**config.mk**
```make
export PLATFORM = sky130hd
export DESIGN_NAME = cplx_alu
export DESIGN_NICKNAME = d
export VERILOG_FILES = /design/src/rtl/cplx_alu.sv
export SDC_FILE = /design/constraint.sdc
export NUM_CORES = 2
export LEC_CHECK = 0
export ABC_AREA = 1
export ABC_CLOCK_PERIOD_IN_PS = 8800
export CAP_MARGIN = 40
export CORE_MARGIN = 10
export CORE_UTILIZATION = 55
export CTS_CLUSTER_DIAMETER = 50
export DETAILED_ROUTE_END_ITERATION = 7
export GPL_TIMING_DRIVEN = 1
export PLACE_DENSITY_LB_ADDON = 0.08
export SLEW_MARGIN = 10
export SYNTH_ARGS = -nofsm -noshare
export SYNTH_HDL_FRONTEND = slang
export SYNTH_SLANG_ARGS = --single-unit
```
**constraint.sdc**
```tcl
create_clock -name clock -period 8.8 [get_ports clock]
set_input_delay 1.76 -clock clock [delete_from_list [all_inputs] [get_ports clock]]
set_output_delay 1.76 -clock clock [all_outputs]
set_load 0.02 [all_outputs]
```
**src/rtl/cplx_alu.sv**
```systemverilog
// Complex-number ALU: ADD/SUB/CONJA in one cycle; MUL/MAC over a shared DW x DW
// signed multiplier, producing one partial product per cycle.
module cplx_alu #(
    parameter int DW = 32
) (
    input  logic            clock,
    input  logic            reset,
    input  logic            start,
    input  logic [2:0]      opcode,
    input  logic [2*DW-1:0] opA,
    input  logic [2*DW-1:0] opB,
    input  logic            clracc,
    output logic [2*DW-1:0] result,
    output logic            done,
    output logic            busy,
    output logic            err
);
    localparam int AW = 2*DW + 2;

    localparam logic [2:0] OP_ADD   = 3'b000;
    localparam logic [2:0] OP_SUB   = 3'b001;
    localparam logic [2:0] OP_MUL   = 3'b010;
    localparam logic [2:0] OP_MAC   = 3'b011;
    localparam logic [2:0] OP_CONJA = 3'b100;

    typedef enum logic [2:0] {IDLE, P0, P1, P2, P3, FIN} state_t;

    state_t              state_q, state_d;
    logic [2*DW-1:0]     a_q, a_d, b_q, b_d;
    logic [2:0]          op_q, op_d;
    logic [2*DW-1:0]     result_q, result_d;
    logic                done_q, done_d, err_q, err_d;
    logic [AW-1:0]       acc_re_q, acc_re_d, acc_im_q, acc_im_d;
    logic signed [2*DW-1:0] p0_q, p1_q, p2_q, p3_q;

    logic signed [DW-1:0]   mul_a, mul_b;
    logic signed [2*DW-1:0] prod;
    logic [2*DW:0]          re_full, im_full;
    logic [AW-1:0]          acc_re_sum, acc_im_sum;

    assign prod = mul_a * mul_b;

    // Recombine at 2*DW+1 bits so the exact value is available before wrapping.
    assign re_full = {p0_q[2*DW-1], p0_q} - {p1_q[2*DW-1], p1_q};
    assign im_full = {p2_q[2*DW-1], p2_q} + {p3_q[2*DW-1], p3_q};
    assign acc_re_sum = acc_re_q + {re_full[2*DW], re_full};
    assign acc_im_sum = acc_im_q + {im_full[2*DW], im_full};

    always_comb begin
        state_d  = state_q;
        a_d      = a_q;
        b_d      = b_q;
        op_d     = op_q;
        result_d = result_q;
        done_d   = 1'b0;
        err_d    = 1'b0;
        acc_re_d = acc_re_q;
        acc_im_d = acc_im_q;
        mul_a    = '0;
        mul_b    = '0;
        case (state_q)
            IDLE: begin
                // Clearing here also covers a MAC accepted in the same cycle.
                if (clracc) begin
                    acc_re_d = '0;
                    acc_im_d = '0;
                end
                if (start) begin
                    a_d  = opA;
                    b_d  = opB;
                    op_d = opcode;
                    case (opcode)
                        OP_ADD: begin
                            result_d = {opA[2*DW-1:DW] + opB[2*DW-1:DW], opA[DW-1:0] + opB[DW-1:0]};
                            done_d   = 1'b1;
                        end
                        OP_SUB: begin
                            result_d = {opA[2*DW-1:DW] - opB[2*DW-1:DW], opA[DW-1:0] - opB[DW-1:0]};
                            done_d   = 1'b1;
                        end
                        OP_CONJA: begin
                            result_d = {opA[2*DW-1:DW], DW'(-opA[DW-1:0])};
                            done_d   = 1'b1;
                        end
                        OP_MUL, OP_MAC: state_d = P0;
                        default: begin
                            done_d = 1'b1;
                            err_d  = 1'b1;
                        end
                    endcase
                end
            end
            P0: begin
                mul_a   = a_q[2*DW-1:DW];
                mul_b   = b_q[2*DW-1:DW];
                state_d = P1;
            end
            P1: begin
                mul_a   = a_q[DW-1:0];
                mul_b   = b_q[DW-1:0];
                state_d = P2;
            end
            P2: begin
                mul_a   = a_q[2*DW-1:DW];
                mul_b   = b_q[DW-1:0];
                state_d = P3;
            end
            P3: begin
                mul_a   = a_q[DW-1:0];
                mul_b   = b_q[2*DW-1:DW];
                state_d = FIN;
            end
            FIN: begin
                if (op_q == OP_MAC) begin
                    acc_re_d = acc_re_sum;
                    acc_im_d = acc_im_sum;
                    result_d = {acc_re_sum[DW-1:0], acc_im_sum[DW-1:0]};
                end else begin
                    result_d = {re_full[DW-1:0], im_full[DW-1:0]};
                end
                done_d  = 1'b1;
                state_d = IDLE;
            end
            default: state_d = IDLE;
        endcase
    end

    always_ff @(posedge clock) begin
        if (reset) begin
            state_q  <= IDLE;
            a_q      <= '0;
            b_q      <= '0;
            op_q     <= '0;
            result_q <= '0;
            done_q   <= 1'b0;
            err_q    <= 1'b0;
            acc_re_q <= '0;
            acc_im_q <= '0;
        end else begin
            state_q  <= state_d;
            a_q      <= a_d;
            b_q      <= b_d;
            op_q     <= op_d;
            result_q <= result_d;
            done_q   <= done_d;
            err_q    <= err_d;
            acc_re_q <= acc_re_d;
            acc_im_q <= acc_im_d;
        end
    end

    always_ff @(posedge clock) begin
        if (state_q == P0) p0_q <= prod;
        if (state_q == P1) p1_q <= prod;
        if (state_q == P2) p2_q <= prod;
        if (state_q == P3) p3_q <= prod;
    end

    assign result = result_q;
    assign done   = done_q;
    assign err    = err_q;
    assign busy   = (state_q != IDLE);
endmodule
```
---- Word level (Yosys, flattened, before mapping) ----
Index checks and enable logic that the tools add are counted.
cells by class
  $add $sub $neg .......................... 9
  $mul .................................... 1
  eq/ne operators ......................... 15
  muxes and demuxes ....................... 18
  bitwise operators ....................... 2
  reductions and logical operators ........ 15
operators by type and width
  cell                  count
  $pmux W66 S2          2
  $mux W66              3
  $pmux W64 S3          1
  $add A66 B66 Y66      2
  $mux W64              2
  $pmux W32 S2          2
  $pmux W64 S2          1
  $add A64 B64 Y65      1
  $sub A64 B64 Y65      1
  $add A32 B32 Y32      2
  $mul A32 B32 Y64      1
  $sub A32 B32 Y32      2
  $neg A32 Y32          1
  $eq A3 B2 Y1 const B  5
  $pmux W3 S5           1
  $reduce_or A2 Y1      5
  $eq A3 B3 Y1 const B  3
  $eq A3 B1 Y1 const B  2
  $logic_not A3 Y1      2
  $mux W3               2
  $ne A2 B2 Y1 const B  3
  $reduce_and A3 Y1     2
  $reduce_or A5 Y1      1
  $ne A4 B1 Y1 const B  1
  other kinds (8)       12
word-level totals
  register bits after elaboration ......... 588
  input port bits ......................... 135
  word-level logic and storage cells ...... 73

---- Longest topological paths before layout ----
  depth after elaboration ................. 5
  mapped depth ............................ 42
  mapped depth without buffers ............ 38

---- Least setup slack after synthesis ----
Ideal clock, no wire load.
  path kind ............................... reg-to-reg
  from .................................... reg state_q[0]
  to ...................................... reg p0_q[30] (data pin)
  setup time .............................. 273 ps
  data arrival time ....................... 7651 ps
  required time ........................... 8527 ps
  setup slack ............................. 876 ps
  cell stages (with the launch flop) ...... 37
  path buffers ............................ 4
  cells stage by stage .................... dfxtp_1 -> inv_2 -> nand2_1 -> nand2_2 -> nand2_2 -> buf_6 -> buf_8 -> o22ai_1 -> clkbuf_1 -> clkbuf_1 -> nand2_1 -> fa_1 -> inv_1 -> fa_1 -> fa_1 -> inv_1 -> fa_1 -> inv_1 -> fa_1 -> fa_1 -> fa_1 -> inv_1 -> fa_1 -> inv_1 -> ha_1 -> nand2_1 -> nor2_1 -> nor3b_1 -> nand4_1 -> nand3_1 -> nand3_1 -> nand2_1 -> nand3_1 -> and2_1 -> o21bai_1 -> a21oi_1 -> xor2_1
on the way
  longest elaborated chain between the ends .. 4
RTL lines
  what                                        RTL line  RTL
  start, declared                             28        state_t state_q, state_d;
  start signal, assigned                      140       state_q <= state_d;
  $eq A3 B2 Y1, or another cell as far along  61        case (state_q)
  $reduce_or A2 Y1 (no line)                  -
  $pmux W32 S2                                61
  $mul A32 B32 Y64 (*)                        41        assign prod = mul_a * mul_b;
  via prod[30]                                37        logic signed [2*DW-1:0] prod;
  end signal, assigned                        153       if (state_q == P0) p0_q <= prod;
  end, declared                               34        logic signed [2*DW-1:0] p0_q, p1_q, p2_q, p3_q;
The timed path passes the listed nets; every way through them passes the cells marked *.
A chain may end at the register's enable or synchronous reset.

---- Final worst setup path ----
  from .................................... reg state_q[0]
  to ...................................... reg p1_q[29] (data pin)
on the way
  longest elaborated chain between the ends .. 4
RTL lines
  what                                        RTL line  RTL
  $eq A3 B2 Y1, or another cell as far along  61
  $reduce_or A2 Y1 (no line)                  -
  $pmux W32 S2                                61
  $mul A32 B32 Y64 (*)                        41
  via prod[29]                                37
  end signal, assigned                        154       if (state_q == P1) p1_q <= prod;
  end, declared                               34
Marked as above.

==> metrics.md <==
| Metric | Value |
|---|---|
| Outcome | finished, final reports clean |
| WP data required | 9.20 ns |
| Max-slew violations | 0 |
| Hold Path Class | reg -> reg |
| Area Growth Syn to Fin | 12.52% |
| Final hold slack | between 0.4 and 0.5 ns |
| Largest family of logic cells by synthesized area | adder cells |
| Avg Cell Area, Syn | 7.134 um2 |
| Fin crit period | 8.391 ns |
| Worst-path clk slew | 0.06 ns |
| Synth Area in Compound Gates | 0.1381 |
| Setup Viol. Count Final | 0 |
| XOR/XNOR share of the synthesized area | 0.04212 |
| Post-Synth Adder-Cell Area | 0.2777 |
| Cells after synthesis | 6,325 |
| Row cnt | 104 |
| Total number of yosys warnings | 0 |
| Num CTS Buffers | 56 |
| Die height | 306.4 um |
| Leak | around 26 nW |
| Crit path launch type | register |
| Gr usage total | 0.3418 |
| Max FO, Critical Path | 24 |
| Wire length of the first global-routing pass | 245,700 um |
| Via count | 42.96k |
| Clock skew | about 0.075 ns |
| Clk sink count | 392 |
| DRC viols | 0 |
| Synthesized Nets | 7,213 |
| Finished Layout Cells | about 7.6k |
| Final WS setup | 0.4088 ns |
| Final hold viol count | 0 |
| Grt ovf | 0 |
| Post-synthesis mux area share | 0 |
| RSZ-0062 raised after global routing | no |
| Most frequent cells in the layout | nand2_1, inv_1, a21oi_1 |
| DP Worst Slack | ~0.26 ns |
| Area of the mapped netlist | 45,120 um2 |
| Initial DRC Count | 4,329 |
| Synth async-reset ratio | 0 |
| Synth Flop Type | dfxtp_1 |
| Routed Antenna Nets | 0 |
| Final critical-path share of the clock period | 0.9535 |
| Pin count of the biggest net entering global routing | 95 |
| Routability cong. | 1.011 |
| Worst setup EP type | register |
| Clk buf depth | 3 |
| Average via count per standard cell | around 5.6 |
| Fin area | 50,770 um2 |
| # H-tree levels | 2 |
| Synth unique cells | 57 |
| CTS tree | yes |
| Pwr Total | 8.858 mW |
| Core area | 80,940 um2 |
| Final WL | 164,200 um |
| Placed Instance Area | 48,660 um2 |
| Layout cells sized above 1 | 0.04951 |
| Seq cells post-synth | roughly 390 |
| Fin nets | 7,387 |
| Root Buffer | clkbuf_16 |
| DR WL/cell | 21.60 um |
| Die area | 93,900 um2 |
| Num ports | between 200 and 250 |
| Post-DP HPWL | between 100,000 and 150,000 um |
| Final Core Density | 0.6273 |
| Antenna violations before repair | 4 |
| Number of global-route vias before repair | between 40k and 50k |
| Power density cells | 174.5 nW/um2 |
| Worst-skew pair later-pin latency | 0.65 ns |
| Register area share after synthesis | 0.2023 |
| Worst Tran Pin Value | 0.9683 ns |
| Peak supply drop | 0.0001755 V |
| Initial core utilization | 0.5575 |
| Number of flops mapped to enable cells by yosys | approximately 130 |
| Number of detailed-route iterations in the first pass | 7 |
| Crit path kind | reg -> reg |
| Final setup TNS | 0 ns |
| Count of max-cap constraint violations | 0 |
| PortBufs | 201 |
| Die X | 306.4 um |
| Rel. slew slack | 0.3544 |
| Arrival time of the worst setup path | 8.79 ns |
| Synth Area in Simple Gates | 0.2048 |
| Commonest non-fill, non-tap cell in the layout | nand2_1 |
| # placed instances | 7,493 |
| Max Fclk | 119.2 MHz |
## layout make-up
cell class / instances / area [um2]
clock buffers: 65 / 1506
repair buffers: 320 / 2993
fillers: 7593 / 30160
clock inverters: 38 / 466.7
diodes: 1 / 2.502
multi-input cells: 4326 / 30080
flip-flops and latches: 392 / 9129
inverters: 1403 / 5273
well taps: 1060 / 1326
## worst max-delay path, cell delays in order, from the launching register on
cell and delay (ns):
dfxtp_1 0.40, inv_2 0.10, nand2_1 0.08, nand2_2 0.23, nand2_8 0.27, o21ai_2 0.81
buf_4 0.32, nand2_1 0.06, inv_1 0.06, fa_1 0.43, fa_1 0.51, fa_1 0.52
inv_1 0.05, fa_1 0.54, inv_1 0.06, fa_1 0.53, fa_1 0.46, fa_1 0.61
inv_1 0.08, fa_1 0.55, inv_1 0.05, ha_1 0.36, nand2_1 0.09, o21ai_0 0.24
nor2_1 0.12, o21ai_0 0.23, xor2_1 0.41
## path summary, 6_finish.rpt
path	start	to	slack, ns	depth (start not counted)
setup / recovery	state_q[0]	p1_q[29]	0.41	26
hold / removal	b_q[53]	b_q[53]	0.45	2
setup reg to reg	state_q[0]	p1_q[29]	0.41	26
hold reg to reg	b_q[53]	b_q[53]	0.45	2
## synth_stat cells (67+ instances only)
master / instances / share of area
fa_1: 414 / 0.18
xnor2_1: 74 / 0.014
inv_1: 1389 / 0.12
edfxtp_1: 128 / 0.085
nor2_1: 380 / 0.032
nand3_1: 254 / 0.028
nand2_1: 1418 / 0.12
o21ai_0: 408 / 0.045
a21oi_1: 452 / 0.050
clkbuf_1: 174 / 0.014
nor3_1: 67 / 0.0074
ha_1: 339 / 0.094
xor2_1: 143 / 0.028
dfxtp_1: 264 / 0.12
## cell families (layout without fill, tap and decap cells)
| family | count (synthesis) | in the layout |
|---|---|---|
| and+or+nand+nor | 2253 | 2253 |
| buffers and inverters | 1608 | 1826 |
| AOI/OAI and AO/OA | 1102 | 1103 |
| adders and majority gates | 753 | 753 |
| DFF | 392 | 392 |
| xor gates and xnor gates | 217 | 217 |
| other | 0 | 1 |
## state kept, by name, summed over array words and instances (netlist names)
register  flops
a_q          64
acc_im_q     32
acc_re_q     32
b_q          64
done          1
err           1
op_q          3
p0_q         32
p1_q         32
p2_q         32
p3_q         32
result       64
state_q       3
## timing repair
| action | in CTS | in global routing |
|---|---|---|
| endpoints found under the setup margin | 0 | 32 |
| setup buffers | 0 | 7 |
| hold buffers | 0 | 0 |
| gates resized for setup | 0 | 12 |
| hold endpoints to repair | 0 | 0 |
## per-layer routing
| layer | GRT usage | routed length, um | share of wire | up-vias |
|---|---|---|---|---|
| met5 | 0 | 13 | 0.000079 | - |
| met4 | 0.1537 | 8854 | 0.054 | 2 |
| met3 | 0.04783 | 14270 | 0.087 | 314 |
| met2 | 0.5453 | 73780 | 0.45 | 1970 |
| met1 | 0.4576 | 67310 | 0.41 | 20529 |
| li1 | - | - | - | 20143 |
## power by group
part	switching [mW]	internal [mW]	total, mW	leakage [nW]
clock	0.948	1.43	2.38	0.975
sequential	0.129	2.18	2.31	3.35
combinational	2.94	1.23	4.17	22.2
No activity file was read; power rests on OpenSTA's default activity.
